### src/rtl/ahci_dma_rd_mask_pkg.sv
// Shared constants and types for the AHCI DMA read-path word masker.
// The NW_BITS default is also used by the PRD parser, so keep the two in step.
package ahci_dma_rd_mask_pkg;

   localparam int AHCI_DMA_WORDS_PER_QWORD = 4;
   localparam int AHCI_DMA_NW_BITS         = 22;

   typedef enum logic [1:0] {
      ST_IDLE  = 2'd0,
      ST_RUN   = 2'd1,
      ST_DRAIN = 2'd2,
      ST_DONE  = 2'd3
   } rd_mask_state_t;

   // Word j of a QWORD is valid unless it sits before the start offset of the
   // first QWORD or past the last valid word of the final QWORD.
   function automatic logic [3:0] qword_mask(input logic       first,
                                             input logic       last,
                                             input logic [1:0] sw,
                                             input logic [1:0] end_w);
      logic [3:0] m;
      for (int j = 0; j < AHCI_DMA_WORDS_PER_QWORD; j++) begin
         m[j] = !(first && (j < int'(sw))) && !(last && (j > int'(end_w)));
      end
      return m;
   endfunction

endpackage

### src/rtl/ahci_dma_rd_mask_fifo.sv
// Show-ahead DWORD+mask FIFO with a dual write port (0, 1 or 2 entries per cycle).
// Entries are packed: slot 0 is always filled first when only one entry is written.
module ahci_dma_rd_mask_fifo #(
   parameter int ADDR = 3
) (
   input  logic            clk,
   input  logic            rst_n,
   input  logic [1:0]      wr_n,
   input  logic [31:0]     wr_d0,
   input  logic [1:0]      wr_m0,
   input  logic [31:0]     wr_d1,
   input  logic [1:0]      wr_m1,
   input  logic            rd_en,
   output logic [31:0]     rd_d,
   output logic [1:0]      rd_m,
   output logic [ADDR:0]   count,
   output logic            av,
   output logic            avm
);

   localparam int DEPTH = 1 << ADDR;

   logic [33:0]     mem [DEPTH];
   logic [ADDR-1:0] wptr;
   logic [ADDR-1:0] rptr;
   logic [ADDR-1:0] wptr_p1;
   logic [ADDR:0]   count_nx;
   logic            pop;

   assign pop      = rd_en && av;
   assign wptr_p1  = wptr + ADDR'(1);
   assign count_nx = count + (ADDR+1)'(wr_n) - (ADDR+1)'(pop);

   // av/avm are registered from the post-update occupancy so a pop that
   // leaves one entry drops avm in the same edge.
   always_ff @(posedge clk or negedge rst_n) begin
      if (!rst_n) begin
         wptr  <= '0;
         rptr  <= '0;
         count <= '0;
         av    <= 1'b0;
         avm   <= 1'b0;
      end else begin
         wptr  <= wptr + ADDR'(wr_n);
         if (pop) begin
            rptr <= rptr + ADDR'(1);
         end
         count <= count_nx;
         av    <= (count_nx != '0);
         avm   <= (count_nx > (ADDR+1)'(1));
      end
   end

   always_ff @(posedge clk) begin
      if (wr_n != 2'd0) begin
         mem[wptr] <= {wr_m0, wr_d0};
      end
      if (wr_n == 2'd2) begin
         mem[wptr_p1] <= {wr_m1, wr_d1};
      end
   end

   // Gating with av keeps the head at zero while empty, including after reset.
   assign rd_d = av ? mem[rptr][31:0]  : 32'd0;
   assign rd_m = av ? mem[rptr][33:32] : 2'd0;

endmodule

### src/rtl/ahci_dma_rd_mask.sv
// Splits one PRD region's AXI read QWORDs into word-masked DWORDs for the
// DMA read word-stuffer, buffered in a show-ahead FIFO.
//
//   state    | meaning
//   ---------+----------------------------------------------------------
//   ST_IDLE  | waiting for start; empty region goes straight to ST_DONE
//   ST_RUN   | accepting QWORDs until the last one of the region
//   ST_DRAIN | all QWORDs taken; waiting for pipeline and FIFO to empty
//   ST_DONE  | one cycle: done pulse, flush if any DWORD was produced
module ahci_dma_rd_mask
   import ahci_dma_rd_mask_pkg::*;
#(
   parameter int NW_BITS   = AHCI_DMA_NW_BITS,
   parameter int FIFO_ADDR = 3
) (
   input  logic               clk,
   input  logic               rst_n,
   input  logic               start,
   input  logic [1:0]         start_word,
   input  logic [NW_BITS-1:0] nwords,
   output logic               busy,
   output logic               done,
   input  logic [63:0]        qin,
   input  logic               qin_valid,
   output logic               qin_ready,
   output logic [31:0]        dout,
   output logic [1:0]         dm,
   output logic               dout_av,
   output logic               dout_avm,
   input  logic               dout_re,
   output logic               flush
);

   localparam int DEPTH = 1 << FIFO_ADDR;

   rd_mask_state_t state, state_nx;

   logic [1:0]           sw_q;
   logic [1:0]           end_w_q;
   logic [NW_BITS-1:0]   qleft;
   logic                 first_q;
   logic                 wrote_any;
   logic [NW_BITS:0]     total;
   logic [1:0]           end_w;
   logic [NW_BITS-1:0]   nq;
   logic                 start_ok;
   logic                 accept;
   logic                 last_q;
   logic                 room;
   logic [3:0]           qmask;
   logic [FIFO_ADDR:0]   fifo_count;
   logic [FIFO_ADDR+1:0] committed;

   logic [1:0]  new_n,  pend_n;
   logic [31:0] new_d0, new_d1, pend_d0, pend_d1;
   logic [1:0]  new_m0, new_m1, pend_m0, pend_m1;

   assign total    = {1'b0, nwords} + (NW_BITS+1)'(start_word);
   assign end_w    = total[1:0] - 2'd1;
   assign nq       = NW_BITS'(total[NW_BITS:2]) + NW_BITS'(total[1:0] != 2'b00);
   assign start_ok = (state == ST_IDLE) && start;
   assign accept   = qin_valid && qin_ready;
   assign last_q   = (qleft == NW_BITS'(1));
   assign qmask    = qword_mask(first_q, last_q, sw_q, end_w_q);

   // Pending pipeline writes count as occupied so two back-to-back accepts
   // can never overrun the FIFO before the first pair lands.
   assign committed = (FIFO_ADDR+2)'(fifo_count) + (FIFO_ADDR+2)'(pend_n);
   assign room      = (committed <= (FIFO_ADDR+2)'(DEPTH - 2));

   always_comb begin
      new_n  = 2'd0;
      new_d0 = qin[31:0];
      new_m0 = qmask[1:0];
      new_d1 = qin[63:32];
      new_m1 = qmask[3:2];
      if (qmask[1:0] != 2'b00) begin
         new_n = (qmask[3:2] != 2'b00) ? 2'd2 : 2'd1;
      end else if (qmask[3:2] != 2'b00) begin
         new_n  = 2'd1;
         new_d0 = qin[63:32];
         new_m0 = qmask[3:2];
      end
   end

   always_ff @(posedge clk or negedge rst_n) begin
      if (!rst_n) begin
         state <= ST_IDLE;
      end else begin
         state <= state_nx;
      end
   end

   always_comb begin
      state_nx  = state;
      qin_ready = 1'b0;
      done      = 1'b0;
      flush     = 1'b0;
      case (state)
         ST_IDLE: begin
            if (start) begin
               state_nx = (nwords == '0) ? ST_DONE : ST_RUN;
            end
         end
         ST_RUN: begin
            qin_ready = room;
            if (qin_valid && room && last_q) begin
               state_nx = ST_DRAIN;
            end
         end
         ST_DRAIN: begin
            if ((fifo_count == '0) && (pend_n == 2'd0)) begin
               state_nx = ST_DONE;
            end
         end
         ST_DONE: begin
            done     = 1'b1;
            flush    = wrote_any;
            state_nx = ST_IDLE;
         end
         default: state_nx = ST_IDLE;
      endcase
   end

   assign busy = (state != ST_IDLE);

   always_ff @(posedge clk or negedge rst_n) begin
      if (!rst_n) begin
         sw_q      <= 2'd0;
         end_w_q   <= 2'd0;
         qleft     <= '0;
         first_q   <= 1'b0;
         wrote_any <= 1'b0;
         pend_n    <= 2'd0;
         pend_d0   <= 32'd0;
         pend_d1   <= 32'd0;
         pend_m0   <= 2'd0;
         pend_m1   <= 2'd0;
      end else begin
         if (start_ok) begin
            sw_q      <= start_word;
            end_w_q   <= end_w;
            qleft     <= nq;
            first_q   <= 1'b1;
            wrote_any <= 1'b0;
         end else begin
            if (accept) begin
               qleft   <= qleft - NW_BITS'(1);
               first_q <= 1'b0;
            end
            if (pend_n != 2'd0) begin
               wrote_any <= 1'b1;
            end
         end
         pend_n <= accept ? new_n : 2'd0;
         if (accept) begin
            pend_d0 <= new_d0;
            pend_d1 <= new_d1;
            pend_m0 <= new_m0;
            pend_m1 <= new_m1;
         end
      end
   end

   ahci_dma_rd_mask_fifo #(
      .ADDR (FIFO_ADDR)
   ) u_fifo (
      .clk   (clk),
      .rst_n (rst_n),
      .wr_n  (pend_n),
      .wr_d0 (pend_d0),
      .wr_m0 (pend_m0),
      .wr_d1 (pend_d1),
      .wr_m1 (pend_m1),
      .rd_en (dout_re),
      .rd_d  (dout),
      .rd_m  (dm),
      .count (fifo_count),
      .av    (dout_av),
      .avm   (dout_avm)
   );

endmodule
### config.mk
export PLATFORM = sky130hd
export DESIGN_NAME = ahci_dma_rd_mask
export DESIGN_NICKNAME = d
export VERILOG_FILES = /design/src/rtl/ahci_dma_rd_mask_pkg.sv /design/src/rtl/ahci_dma_rd_mask_fifo.sv /design/src/rtl/ahci_dma_rd_mask.sv
export SDC_FILE = /design/constraint.sdc
export NUM_CORES = 1
export LEC_CHECK = 0
export ABC_AREA = 1
export CAP_MARGIN = 20
export CORE_ASPECT_RATIO = 0.9
export CORE_MARGIN = 1
export CORE_UTILIZATION = 29
export DETAILED_ROUTE_END_ITERATION = 7
export HOLD_SLACK_MARGIN = 0.1
export PLACE_DENSITY = 0.43
export RECOVER_POWER = 50
export SYNTH_ARGS = -nofsm -noshare
export SYNTH_HDL_FRONTEND = slang
export SYNTH_SLANG_ARGS = --single-unit
### constraint.sdc
create_clock -name clk -period 4.53 [get_ports clk]
set_clock_uncertainty 0.05 [all_clocks]
set_input_delay 0.906 -clock clk [delete_from_list [all_inputs] [get_ports clk]]
set_output_delay 0.906 -clock clk [all_outputs]
set_load 0.01 [all_outputs]
==> results of run 1 <==
state kept, by name, indices dropped and copies added (netlist names):
signal and cells:
end_w_q 2, first_q 1, pend_d0 32, pend_d1 32, pend_m0 2, pend_m1 2, pend_n 2, qleft 22
state 2, sw_q 2, u_fifo.av 1, u_fifo.avm 1, u_fifo.count 4, u_fifo.mem 272, u_fifo.rptr 3, u_fifo.wptr 3
wrote_any 1
per-layer routing:
metal  up-vias  part of all wire, %  wire (um)
li1       8330                    -          -
met1      8127                   48      32400
met2       479                   45      30300
met3        80                  5.5       3710
met4         0                  2.2       1520
met5         -                    0          0
critical path, stage by stage (launching register included):
cell and delay (ns):
dfrtp_4 0.67, clkinv_2 0.16, buf_12 0.29, o21ai_0 0.12
o22ai_1 0.15, o21ai_0 0.11, a31oi_1 0.49, clkdlybuf4s50_1 0.64
synthesized netlist by cell type (all sizes together), types with 3 or more instances:
cell	n
nand4	12
o21ai	551
xnor2	10
o22ai	39
dfrtp	112
nor2	298
nand3	52
a31oi	37
edfxtp	272
clkbuf	108
o211ai	3
fa	4
a21oi	56
ha	25
buf	71
nor4	5
nand3b	34
xor2	13
nor3	12
inv	141
nand2	556
per-stage QoR:
stage	instances	power [mW]	hold slack, ns	area [um^2]	utilization, %
after CTS	3439	15.7	0.284	24300	34.7
after global routing	3441	16.8	0.467	24200	34.6
final	3441	15.6	0.442	24200	34.6
after global placement	3355	12.0	0.419	22900	32.6
after floorplan	2421	9.50	0.403	20600	-
after detailed placement	3356	12.1	0.431	22900	32.6
area by class of cell:
cell class / count / area [um^2]
Fill cell: 7226 / 45900
Sequential cell: 384 / 11000
Multi-Input combinational cell: 1717 / 8350
Timing Repair Buffer: 175 / 1770
Clock buffer: 62 / 1220
Tap cell: 940 / 1180
Inverter: 141 / 531
Clock inverter: 21 / 195
Antenna cell: 1 / 2.50
how the worst min path moves through the flow:
stage	slack, ns	cells past startpoint	endpoint
CTS	0.28	1	pend_d0[6]
floorplan	0.40	2	pend_m1[1]
global placement	0.42	2	pend_m1[1]
finish	0.44	2	pend_m1[1]
global route	0.47	2	first_q
detailed placement	0.43	2	pend_m1[1]
power by group:
part	leakage [nW]	internal [mW]	switching (mW)
Clock	0.684	2.06	1.51
Sequential	3.83	4.88	0.736
Combinational	4.69	2.34	4.08
cells by family after synthesis:
group	after synthesis
flip-flops	384
adder cells (fa/ha/maj)	29
AND/OR/NAND/NOR	972
AO/OA/AOI/OAI	693
XOR/XNOR	23
buffers and inverters	320
==> flow_metrics.tcl, run 1 <==
set metrics [dict create \
    start_util_pct 29.4 \
    maxSlewHeadroom_pct -95.7 \
    maxCapViolCount 14 \
    drt_first_pass_iters 5 \
    drv_slew 547 \
    postSynthAreaPerCell_um2 8.50 \
    use_met3_pct 2.64 \
    cts_root_buf "clkbuf_16" \
    mostFrequentLayoutCells "531 x nand2_1, 507 x o21ai_0, 275 x nor2_1" \
    cts_hold_buf 0 \
    cts_tree "built" \
    synth-compound-area-share_pct 17.6 \
    worstSetupStartpointType "register" \
    via_per_inst 4.95 \
    portBuffers 132 \
    synth-edff-count 272 \
    final_common_cell "nand2_1" \
    antenna_found_initial 1 \
    finalCritPeriodShare_pct 92.4 \
    min_period_ns 4.18 \
    syn2layout_area_growth_pct 17.7 \
    violations "max-capacitance violations, max-slew violations" \
    power_density_nw_per_um2 644 \
    vdd_drop_max_mv 0.336 \
    synth_top_family_by_area "simple AND/OR/NAND/NOR gates" \
    synthAdderAreaFrac_pct 1.91 \
    worstPathMaxFanout 58 \
    grt_max_degree 80 \
    outcome "finished, violations left" \
    ff2ff_setup_slack_ns 0.46 \
    critPathArrivalTime_ns 3.23 \
    grt.overflow.total 0 \
    syn_inst 2421 \
    hp-class "reg -> reg" \
    fin_ws_ns 0.345 \
    worstSetupPathType "reg -> out" \
    detail_route.wl_per_cell_um 19.7 \
    yosysUniqueCellTypes 45 \
    path_clk_slew_ns 0.05 \
    ys_seq_area_share_pct 53.3 \
    yosysWarnings 0 \
    setup_tns_ns 0 \
    drive_gt1_share_pct 7.16 \
    timing.fmax_mhz 239 \
    drc 0 \
    post_cts_buffers 0 \
    r2r_start "pend_n[0]" \
    synth_top_area_share_pct 39.7 \
    rsz0062_at_grt "false" \
    die_h_um 255 \
    cts_made_buffers 46 \
    synth-seq-cells 384 \
    synthXorXnorAreaFrac_pct 0.979 \
    grt_pass1_wl_um 102000 \
    synthesis.area_um2 20600 \
    rows 92 \
    startpoint "u_fifo.rptr[0]" \
    clock-sinks 384 \
    endpoint "dout[27]" \
    worstSetupEndpointType "output port" \
    r2r-end "u_fifo.mem[5][27]" \
    core-area_um2 70100 \
    grt_util_met2_pct 30.0 \
    worst_slew_pin_slew_ns 2.92 \
    first_iter_violations 1403 \
    setup_violations 0 \
    synth_area_leaders "edfxtp_1 40%, dfrtp_1 14%, o21ai_0 12%" \
    cts.path.max_buffers 3 \
    cp.required_ns 3.57 \
    dp.final_hpwl_um 40200 \
    io_pins 133 \
    hold_violations 0 \
    htreeDepth 2 \
    drtAntennaViolNets 0 \
    dieWidth_um 283 \
    die_area_um2 72000 \
    grtUsageTotal_pct 18.9 \
    globalplace.congestion 0.817 \
    grt_pass1_vias 16400 \
    top_usage_layer "met2" \
    nets 2587 \
    synth_top_cell_by_area "edfxtp_1" \
    syn-num-nets 2543 \
    synthArstFlopShare_pct 29.2 \
    clk_latency_ns 0.59 \
    hold_path_startpoint "pend_m1[1]" \
    finalWirelength_um 67900 \
    yosys.area_share.simple_pct 19.9 \
    reg2regPathDepth 5 \
    vias 17000 \
    synth_mux_area_share_pct 0 \
    place_ws_ns 0.545 \
    use_met1_pct 26.8 \
    leakage_nw 9.21 \
    synth_flop_cell "edfxtp_1" \
    cts_resized 0 \
]
(Power assumes the default switching activity.)
==> run 2, diff against run 1 <==
--- a/config.mk
+++ b/config.mk
@@ -9,10 +9,10 @@
 export CAP_MARGIN = 20
 export CORE_ASPECT_RATIO = 0.9
 export CORE_MARGIN = 1
-export CORE_UTILIZATION = 29
+export CORE_UTILIZATION = 40
 export DETAILED_ROUTE_END_ITERATION = 7
 export HOLD_SLACK_MARGIN = 0.1
-export PLACE_DENSITY = 0.43
+export PLACE_DENSITY = 0.56
 export RECOVER_POWER = 50
 export SYNTH_ARGS = -nofsm -noshare
 export SYNTH_HDL_FRONTEND = slang
==> run 2 against run 1 <==
Against the previous run:
- the run still ends with max-capacitance violations, max-slew violations left
- global-route usage is 4.5 points higher
- critical path depth fell by 1
- final area is 1.5% lower
- first-iteration DRC count fell by 5.2%
- via count grew 0.41%
- sequential power down 0.7%
- worst setup slack worse by 0.020 ns
- critical endpoint is now dm[1]
- largest power group unchanged
- highest routed layer unchanged
==> flow_metrics.tcl, run 2 (synthesized netlist as in run 1, its figures left out) <==
set metrics [dict create \
    cts_tree "built" \
    largest_register_ffs 272 \
    grt.overflow.total 0 \
    p_clk_share_pct 22.9 \
    slowest_delay_ns 0.77 \
    hold_slack_ns 0.397 \
    hold_violations 0 \
    violations "max-capacitance violations, max-slew violations" \
    setup_tns_ns 0 \
    portBuffers 132 \
    worstSetupStartpointType "register" \
    outcome "finished, violations left" \
    worstPathMaxFanout 69 \
    vdd_drop_max_mv 0.503 \
    crit_buf_inv 2 \
    final_common_cell "nand2_1" \
    antenna_found_initial 0 \
    path_clk_slew_ns 0.06 \
    nets 2584 \
    maxSlewHeadroom_pct -86.1 \
    comb_power_share_pct 40.8 \
    clock-sinks 384 \
    leakage_nw 9.21 \
    largest_register "u_fifo.mem" \
    top_regs "u_fifo.mem (272), pend_d0 (32), pend_d1 (32)" \
    nFillCells 4964 \
    dieWidth_um 241 \
    dp.final_hpwl_um 35500 \
    grt_pass1_vias 16400 \
    post-place-cells 3097 \
    grt_max_degree 78 \
    critPathArrivalTime_ns 3.25 \
    detail_route.wl_per_cell_um 19.1 \
    maxCapViolCount 11 \
    htreeDepth 2 \
    drv_slew 453 \
    rsz0062_at_grt "false" \
    power_density_nw_per_um2 644 \
    critPathTopFamily "buffers and inverters" \
    worstSetupEndpointType "output port" \
    drive_gt1_share_pct 7.01 \
    grt_pass1_wl_um 94000 \
    num_antenna_cells 0 \
    drc 0 \
    final_cells 3176 \
    timing.fmax_mhz 238 \
    mostFrequentLayoutCells "533 x nand2_1, 508 x o21ai_0, 276 x nor2_1" \
    io_pins 133 \
    setup_violations 0 \
    post_cts_buffers 0 \
    cp.required_ns 3.57 \
    cp_slowest_cell "buf_4" \
    start_util_pct 40.7 \
    drtAntennaViolNets 0 \
    startpoint "u_fifo.rptr[1]" \
    worst_slew_pin_slew_ns 2.77 \
    path_cells "buf_4 > o21ai_0 > o22ai_1 > o21ai_0 > a31oi_1 > clkdlybuf4s50_1" \
    syn2layout_area_growth_pct 15.9 \
    cts_root_buf "clkbuf_16" \
    cts_made_buffers 43 \
    first_iter_violations 1330 \
    via_per_inst 5.38 \
    globalplace.congestion 0.850 \
    path_depth 6 \
    switching_share_pct 39.5 \
    cts_resized 0 \
    die_area_um2 52400 \
    cts_hold_buf 0 \
    critPathMostFrequentCell "o21ai_0" \
    hp-class "in -> async" \
    ff2ff_setup_slack_ns 0.62 \
    reg2regPathDepth 5 \
    grtUsageTotal_pct 23.4 \
    cts.path.max_buffers 3 \
    worstSetupPathType "reg -> out" \
    internal_power_mw 9.29 \
    drt_first_pass_iters 5 \
    p_sw_mw 6.07 \
    clk_latency_ns 0.57 \
    r2r-end "u_fifo.mem[0][4]" \
    sequentialPowerShare_pct 36.3 \
    endpoint "dm[1]" \
    rows 78 \
    finalWirelength_um 60600 \
    min_period_ns 4.20 \
    finalCritPeriodShare_pct 92.8 \
    r2r_start "pend_n[0]" \
    core-area_um2 50600 \
    vias 17100 \
    die_h_um 217 \
]
## run 2: power groups by stage
stage	clock [mW]	sequential [mW]	combinational, mW
global route	3.71	5.67	7.08
detailed placement	0	5.62	6.31
global placement	0	5.60	6.16
finish	3.52	5.57	6.27
CTS	3.57	5.55	6.34
floorplan	0	5.18	4.32
## run 2: worst min path at each step
stage	startpoint	end	slack, ns	cells past startpoint
after CTS	rst_n	pend_d1[16]	0.41	1
after global routing	rst_n	pend_d1[16]	0.45	1
after detailed placement	first_q	first_q	0.44	2
after floorplan	pend_m1[1]	pend_m1[1]	0.40	2
after global placement	first_q	first_q	0.42	2
final	rst_n	pend_d1[17]	0.40	1
## run 2: area by class of cell
cell class	count	area [um^2]	area share, %
Clock buffer	65	1270	5.33
Clock inverter	14	135	0.566
Inverter	141	531	2.22
Multi-Input combinational cell	1717	8390	35.2
Sequential cell	384	11000	46.0
Tap cell	680	851	3.57
Timing Repair Buffer	175	1700	7.14
## run 2: per-layer routing
layer  vias to the layer above  track usage, %  part of all wire [%]
li1                       8324               -                     -
met1                      8185            32.0                    45
met2                       482            38.9                    48
met3                        95            2.61                   5.3
met4                         0            7.34                   2.4
met5                         -               0                     0
## run 2: per-stage QoR
| stage | utilization [%] | instance area, um^2 | power [mW] | setup slack, ns |
|---|---|---|---|---|
| after floorplan | - | 20600 | 9.50 | 0.961 |
| after global placement | 44.6 | 22600 | 11.8 | 0.531 |
| after detailed placement | 44.6 | 22600 | 11.9 | 0.492 |
| after CTS | 47.4 | 24000 | 15.5 | 0.321 |
| after global routing | 47.2 | 23900 | 16.5 | 0.156 |
| final | 47.2 | 23900 | 15.4 | 0.326 |
